--- src/rtl/regfile_burst_reader.sv ---
// -----------------------------------------------------------------------------
// regfile_burst_reader
//
// Read-side initiator for the regfile storage block. A burst request (base
// address, length) is turned into one regfile address per cycle. The regfile
// registers its address, so each word appears on i_rf_data one cycle after
// its address was driven. A two-stage valid tag follows every issued address
// through that pipeline. The word is written into a small output FIFO when its
// tag reaches stage 2. Words leave through a valid/ready interface in
// ascending-address order.
//
// Ports
//   clk            in   1      single clock, rising edge
//   rst            in   1      asynchronous, active-high reset
//   i_start        in   1      burst request, sampled only while o_busy==0
//   i_base_addr    in   AW     first regfile address of the burst
//   i_length       in   AW+1   number of words (0 = empty burst)
//   o_busy         out  1      burst in progress
//   o_done         out  1      one-cycle pulse when the burst completes
//   o_rf_address   out  AW     registered regfile address
//   o_rf_write_en  out  1      regfile write enable, always 0
//   i_rf_data      in   DW     regfile read data, one cycle after address
//   o_valid        out  1      o_data holds a valid word
//   i_ready        in   1      consumer takes the word when o_valid&&i_ready
//   o_data         out  DW     burst word
// -----------------------------------------------------------------------------
module regfile_burst_reader #(
  parameter int DW         = 8,
  parameter int AW         = 4,
  parameter int FIFO_DEPTH = 4
) (
  input  logic          clk,
  input  logic          rst,
  input  logic          i_start,
  input  logic [AW-1:0] i_base_addr,
  input  logic [AW:0]   i_length,
  output logic          o_busy,
  output logic          o_done,
  output logic [AW-1:0] o_rf_address,
  output logic          o_rf_write_en,
  input  logic [DW-1:0] i_rf_data,
  output logic          o_valid,
  input  logic          i_ready,
  output logic [DW-1:0] o_data
);

  localparam int PW = $clog2(FIFO_DEPTH);  // FIFO pointer width
  localparam int CW = PW + 1;              // FIFO count width (0..DEPTH)
  localparam int OW = PW + 2;              // count + in-flight width
  localparam int LW = AW + 1;              // length / issue counter width

  typedef enum logic [1:0] {
    ST_IDLE  = 2'd0,
    ST_ISSUE = 2'd1,
    ST_DRAIN = 2'd2
  } state_e;

  state_e          state_q, state_d;
  logic [AW-1:0]   next_addr_q, next_addr_d;
  logic [LW-1:0]   len_q, len_d;
  logic [LW-1:0]   issue_cnt_q, issue_cnt_d;
  logic [AW-1:0]   rf_addr_q, rf_addr_d;
  logic            done_q, done_d;
  logic            tag1_q, tag2_q;
  logic            issue_s;

  logic [DW-1:0]   mem_q [FIFO_DEPTH];
  logic [PW-1:0]   wr_ptr_q, rd_ptr_q;
  logic [CW-1:0]   count_q, count_d;
  logic            push_s, pop_s;
  logic [OW-1:0]   occupancy_s;
  logic            room_s;
  logic            drained_s;

  // FIFO push/pop decisions, next count, and issue headroom.
  always_comb begin
    push_s      = tag2_q;
    pop_s       = (count_q != {CW{1'b0}}) && i_ready;
    count_d     = count_q + CW'(push_s) - CW'(pop_s);
    // Words already in the FIFO plus reads still in the regfile pipeline must
    // leave a free slot, otherwise a returning word could find the FIFO full.
    occupancy_s = OW'(count_q) + OW'(tag1_q) + OW'(tag2_q);
    room_s      = occupancy_s < OW'(FIFO_DEPTH);
    // Burst is finished when nothing is in flight and the last word leaves
    // the FIFO at this edge.
    drained_s   = !tag1_q && !tag2_q && (count_d == {CW{1'b0}});
  end

  // Burst FSM: next state, address generation and done pulse.
  always_comb begin
    state_d     = state_q;
    next_addr_d = next_addr_q;
    len_d       = len_q;
    issue_cnt_d = issue_cnt_q;
    rf_addr_d   = rf_addr_q;
    done_d      = 1'b0;
    issue_s     = 1'b0;
    case (state_q)
      ST_IDLE: begin
        if (i_start) begin
          len_d = i_length;
          if (i_length != {LW{1'b0}}) begin
            // First address goes out on the accepting edge itself.
            issue_s     = 1'b1;
            rf_addr_d   = i_base_addr;
            next_addr_d = i_base_addr + AW'(1);
            issue_cnt_d = LW'(1);
            state_d     = ST_ISSUE;
          end else begin
            issue_cnt_d = {LW{1'b0}};
            state_d     = ST_DRAIN;
          end
        end else begin
          state_d = ST_IDLE;
        end
      end
      ST_ISSUE: begin
        if (issue_cnt_q == len_q) begin
          state_d = ST_DRAIN;
        end else if (room_s) begin
          // Address arithmetic wraps modulo 2^AW by width truncation.
          issue_s     = 1'b1;
          rf_addr_d   = next_addr_q;
          next_addr_d = next_addr_q + AW'(1);
          issue_cnt_d = issue_cnt_q + LW'(1);
        end else begin
          state_d = ST_ISSUE;
        end
      end
      ST_DRAIN: begin
        if (drained_s) begin
          done_d  = 1'b1;
          state_d = ST_IDLE;
        end else begin
          state_d = ST_DRAIN;
        end
      end
      default: begin
        state_d = ST_IDLE;
      end
    endcase
  end

  // FSM, address and read-pipeline tag registers.
  always_ff @(posedge clk or posedge rst) begin
    if (rst) begin
      state_q     <= ST_IDLE;
      next_addr_q <= {AW{1'b0}};
      len_q       <= {LW{1'b0}};
      issue_cnt_q <= {LW{1'b0}};
      rf_addr_q   <= {AW{1'b0}};
      done_q      <= 1'b0;
      tag1_q      <= 1'b0;
      tag2_q      <= 1'b0;
    end else begin
      state_q     <= state_d;
      next_addr_q <= next_addr_d;
      len_q       <= len_d;
      issue_cnt_q <= issue_cnt_d;
      rf_addr_q   <= rf_addr_d;
      done_q      <= done_d;
      // Stage 1: address register; stage 2: regfile's own address register.
      tag1_q      <= issue_s;
      tag2_q      <= tag1_q;
    end
  end

  // Output FIFO storage, pointers and count.
  always_ff @(posedge clk or posedge rst) begin
    if (rst) begin
      for (int i = 0; i < FIFO_DEPTH; i++) begin
        mem_q[i] <= {DW{1'b0}};
      end
      wr_ptr_q <= {PW{1'b0}};
      rd_ptr_q <= {PW{1'b0}};
      count_q  <= {CW{1'b0}};
    end else begin
      if (push_s) begin
        mem_q[wr_ptr_q] <= i_rf_data;
        wr_ptr_q        <= wr_ptr_q + PW'(1);
      end
      if (pop_s) begin
        rd_ptr_q <= rd_ptr_q + PW'(1);
      end
      count_q <= count_d;
    end
  end

  assign o_busy        = (state_q != ST_IDLE);
  assign o_done        = done_q;
  assign o_rf_address  = rf_addr_q;
  assign o_rf_write_en = 1'b0;
  assign o_valid       = (count_q != {CW{1'b0}});
  // Data is forced to zero while nothing valid is at the head.
  assign o_data        = o_valid ? mem_q[rd_ptr_q] : {DW{1'b0}};

endmodule
--- config.mk ---
export PLATFORM = sky130hd
export DESIGN_NAME = regfile_burst_reader
export DESIGN_NICKNAME = d
export VERILOG_FILES = /design/src/rtl/regfile_burst_reader.sv
export SDC_FILE = /design/constraint.sdc
export NUM_CORES = 1
export LEC_CHECK = 0
export ABC_AREA = 1
export CORE_ASPECT_RATIO = 1.4
export CORE_UTILIZATION = 40
export CTS_BUF_LIST = sky130_fd_sc_hd__clkbuf_4
export DETAILED_ROUTE_END_ITERATION = 10
export MAX_ROUTING_LAYER = met4
export PLACE_DENSITY_LB_ADDON = 0.1
export SETUP_SLACK_MARGIN = 0.02
export SLEW_MARGIN = 20
export SYNTH_ARGS = -nofsm -noshare
export SYNTH_HDL_FRONTEND = slang
export SYNTH_SLANG_ARGS = --single-unit
--- constraint.sdc ---
create_clock -name clk -period 3.8 [get_ports clk]
set_input_delay 0.76 -clock clk [delete_from_list [all_inputs] [get_ports clk]]
set_output_delay 0.76 -clock clk [all_outputs]
set_load 0.05 [all_outputs]
# --- After elaboration in Yosys (flattened, before gate mapping) ---
# Index checks and enable logic that the tools add are counted.
# Widths: inputs -> output; s select.
word_totals:
  register_bits: 62
  in_bits: 21
  out_inout_bits: 16
  elab_cells: 88
classes:
  add_sub_neg: 9
  magnitude_cmp: 4
  n_eq_ne: 8
  muxes: 35
  bitwise_logic: 2
  reduce_logical: 15
ops:
  columns: ["op", "count"]
  rows:
  - ["$bwmux 32", 1]
  - ["$mux 4", 8]
  - ["$mux 8", 4]
  - ["$bmux 8 s2", 1]
  - ["$demux 8 s2", 1]
  - ["$pmux 4 s2", 2]
  - ["$mux 5", 3]
  - ["$mux 2", 5]
  - ["$pmux 5 s2", 1]
  - ["$add 4x1->4 const B", 2]
  - ["$ne 2x2->1 const B", 4]
  - ["$mux 1", 7]
  - ["$ge 3x3->1 const B", 2]
  - ["$not 2->3", 2]
  - ["$pmux 2 s3", 1]
  - ["$add 5x1->5 const B", 1]
  - ["$eq 5x5->1", 1]
  - ["$reduce_and 5->1", 1]
  - ["$reduce_bool 5->1", 1]
  - ["$add 2x1->2 const B", 2]
  - ["$add 3x1->4", 1]
  - ["$add 4x1->4", 1]
  - ["$logic_and 1x1->1", 4]
  - ["$lt 4x3->1 const B", 1]
  - ["14 further kinds", 16]

# --- Logic depth before layout (Yosys ltp) ---
depth:
  word_depth: 7
  ltp_mapped: 11
  depth_no_buf: 11

# --- Worst setup path before layout ---
# Ideal clock, no wire load.
synth_timing:
  kind: "register -> output"
  start: "register rd_ptr_q[0]"
  end: "output o_data[6]"
  arrival_time_ns: 1.703
  required_time_ns: 3.040
  path_slack_ns: 1.337
  path_stages_with_launch: 6
  path_buffers: 2
  cell_sequence: "dfrtp_1 > buf_2 > inv_2 > clkbuf_1 > o21ai_0 > a21oi_1"
synth_via:
  elab_chain_cells: 5
synth_lines:
  columns: ["item", "line_no", "rtl"]
  rows:
  - ["start, declared", "68", "logic [PW-1:0] wr_ptr_q, rd_ptr_q;"]
  - ["start signal, assigned", "175", "rd_ptr_q <= {PW{1'b0}};"]
  - ["start signal, assigned", "183", "rd_ptr_q <= rd_ptr_q + PW'(1);"]
  - ["$not 2->3 (implied by the code)", "195", "assign o_data = o_valid ? mem_q[rd_ptr_q] : {DW{1'b0}};"]
  - ["$bmux 8 s2", "195", null]
  - ["$mux 8 (implied by the code) (2 in series)", "195", null]
  - ["$mux 8", "195", null]
  - ["end, declared", "44", "output logic [DW-1:0] o_data"]
# No other way between the ends. The select of a mux whose other input is x is not followed.

# --- Worst setup path after layout ---
layout_timing:
  start: "register rd_ptr_q[0]"
  end: "output o_data[5]"
# Same word-level chain as after synthesis.

==> results.rst <==
.. list-table::
   :header-rows: 1

   * - Metric
     - Value
   * - Run status
     - finished clean
   * - Final cycle utilization of the critical path
     - 0.882
   * - Net Count, Synth
     - 407
   * - Capturing element type of the critical path
     - primary output
   * - Top post-synthesis cells by area
     - dfrtp_1 (49%), nand2_1 (11%), o21ai_0 (8.4%)
   * - Global-route wire length before repair
     - 11,300 microns
   * - Worst-path fanout max
     - 19
   * - Power density over the cells
     - 1020 mW/mm^2
   * - Pins Over Slew Limit
     - 0
   * - Leading cell type in the layout, fill and taps excluded
     - nand2_1
   * - Cell row count
     - 37
   * - Yosys warnings
     - 0
   * - Largest net degree at the start of global routing
     - 38
   * - Clock latency reported for the late side of the worst-skew pair
     - 420 ps
   * - Gr usage total
     - 0.186
   * - Delay contributed by the slowest stage of the critical path
     - 810 ps
   * - Setup slack of the most critical reg-to-reg path
     - 1040 ps
   * - Count of vias placed by the detailed router
     - 2,466
   * - Power share of the sequential group
     - 0.333
   * - Average detailed-routed wire length per instance
     - 12.9 microns
   * - Top-area cell type share of the netlist area
     - 0.492
   * - Yosys reg bits
     - 62
   * - Leakage power
     - 1.80 nW
   * - Floorplan die width
     - 77.0 microns
   * - Routability-driven placement congestion ratio
     - 0.779
   * - Hold buffer count at cts
     - 0
   * - Placed Area
     - 0.00358 sq mm
   * - Net switching share of the total power
     - 0.503
   * - Cell taking the most area after synthesis
     - dfrtp_1
   * - Total Neg Setup Slack
     - 0 ps
   * - Instance count after placement with tap cells included
     - 498
   * - Slew @ Worst Pin
     - 710 ps
   * - Hold Violations, Final
     - 0
   * - Net switching power
     - 1.89 mW
   * - Setup fix buffers added after clock tree synthesis
     - 0
   * - Minimum clock period after layout
     - 3350 ps
   * - Clk pwr share
     - 0.102
   * - Leftover overflow at the end of global routing
     - 0
   * - Count of clock tree sinks
     - 62
   * - Number of cells produced by synthesis
     - 375
   * - Clock tree root driver cell
     - clkbuf_4
   * - Maximum clock skew at final layout
     - 12.7 ps
   * - Family with the most delay on the worst path
     - buffers and inverters
   * - Cell-by-cell listing of the critical path
     - inv_2 > o21ai_0 > a21oi_1 > clkdlybuf4s50_1
   * - Synth-to-Final Area Change
     - 17.2%
   * - Worst slew slack as a fraction of its limit
     - 0.527
   * - Gate power share
     - 0.565
   * - Power Total
     - 3.76 mW
   * - Via count of the first global-routing pass
     - 2,426
   * - Critical path class
     - reg -> out
   * - Sequential area share after synthesis
     - 0.492
   * - Final setup violation count
     - 0
   * - Design Area, Final
     - 0.00369 sq mm
   * - Synthesized cell area
     - 0.00315 sq mm
   * - ANT nets after route
     - 0
   * - Clock transition at the register clock pins on the worst setup and hold paths after CTS
     - 100 ps
   * - Final Instance Count excl. Fillers
     - 514
   * - Detailed Place HPWL
     - 4750 microns
   * - Commonest cells after routing, fill and taps aside
     - nand2_1 (94), dfrtp_1 (62), o21ai_0 (53)
   * - Ports
     - 37
   * - Max cap viols
     - 0
   * - Height of the die
     - 107 microns
   * - Netlist cell types
     - 29
   * - Share of post-route cells with drive strength above 1
     - 0.103
   * - Slowest stage cell, crit path
     - dfrtp_1
   * - Starting utilization of the core area
     - 0.420
   * - Average instance area after synthesis
     - 8.40 sq um
   * - Violation count after the first detailed-route iteration
     - 160
   * - Classification of the worst-slack hold path
     - reg -> reg
   * - Wirelength, routed
     - 6640 microns
   * - Initial antenna violation count
     - 0
   * - Clock Tree Buf Depth
     - 2
   * - Depth of the CTS H-tree
     - 3
   * - FMAX
     - 298 MHz
   * - Number of buffer and inverter instances along the worst setup path
     - 2
   * - Final antenna diode count
     - 0
   * - Vias/cell
     - 4.80
   * - CTS tree
     - done
   * - Iteration count of the initial detailed-routing pass
     - 4
   * - Maximum ir drop on the vdd rail
     - 479 uV
   * - RSZ-0062 raised after global routing
     - no
   * - Total clock buffers created by CTS
     - 9
   * - CP arrival
     - 2590 ps
   * - Total die area
     - 0.00824 sq mm
   * - Port Buf Inserts
     - 35
   * - Number of nets at the end of the flow
     - 444
   * - Sort of element at the start of the critical path
     - register
   * - Number of DRC violations after detailed routing
     - 0
   * - CP Data Required Time
     - 3040 ps
   * - Power Internal
     - 1.87 mW
   * - Core Box Area
     - 0.00750 sq mm
   * - Number of resized instances in the post-cts repair step
     - 0
## synth_stat cells, drive strengths merged
cell / n
nor2: 45
xnor2: 4
buf: 6
nand3: 20
inv: 34
o21ai: 54
fa: 1
clkbuf: 5
nand2: 109
o221ai: 1
xor2: 6
dfrtp: 62
clkinv: 3
nand4: 1
conb: 1
a21oi: 9
ha: 10
nor3: 4
## through the flow
| step | hold slack, ps | setup slack [ps] | utilization |
|---|---|---|---|
| global route | 437 | 186 | 0.492 |
| detailed placement | 405 | 810 | 0.478 |
| floorplan | 375 | 1340 | - |
| finish | 417 | 449 | 0.492 |
| global placement | 390 | 867 | 0.478 |
| CTS | 426 | 370 | 0.492 |
## final timing paths
check / cells after the start / startpoint / end
worst max-delay path: 4 / rd_ptr_q[0] / o_data[5]
worst min-delay path: 0 / tag1_q / push_s
worst min register to register: 0 / tag1_q / push_s
min in group asynchronous: 2 / rst / mem_q[15]
max in group asynchronous: 3 / rst / mem_q[25]
worst max register to register: 11 / count_q[1] / state_q[1]
## cells by family (layout without fill, tap and decap cells)
logic type,count (synthesis),after routing,share of synthesized area
xor gates and xnor gates,10,10,0.0278
DFF,62,62,0.492
other,1,1,0.00119
adders and majority gates,11,11,0.0461
buffers and inverters,48,90,0.0619
AOI/OAI and AO/OA,64,64,0.103
and+or+nand+nor,179,179,0.268
## power by group through the flow
| stage | Sequential [mW] | Combinational (mW) | Clock, mW |
|---|---|---|---|
| final | 1.25 | 2.12 | 0.385 |
| after detailed placement | 1.27 | 2.15 | 0 |
| after global routing | 1.30 | 2.37 | 0.436 |
| after CTS | 1.26 | 2.15 | 0.405 |
| after floorplan | 1.22 | 1.63 | 0 |
| after global placement | 1.26 | 2.11 | 0 |
## per-layer routing
layer | part of all wire | global-route usage
met1 | 0.44 | 0.213
met2 | 0.50 | 0.308
met3 | 0.037 | 0.0494
met4 | 0.020 | 0.0795
met5 | 0 | -
## sequential cells by signal, indices dropped and copies added (netlist names), 2 cells and up
register      flops
len_q             5
next_addr_q       4
o_rf_address      4
wr_ptr_q          2
issue_cnt_q       5
rd_ptr_q          2
count_q           3
mem_q            32
state_q           2
## final cells by class
cell class / instances / area, sq um
clock inverter: 5 / 26.3
sequential: 62 / 1550
inverter: 37 / 141
clock buffer: 11 / 82.6
timing repair buffer: 37 / 365
multi-input combinational: 265 / 1410
tap: 97 / 121
fill: 795 / 3810
Power figures use the tool's default switching activity.
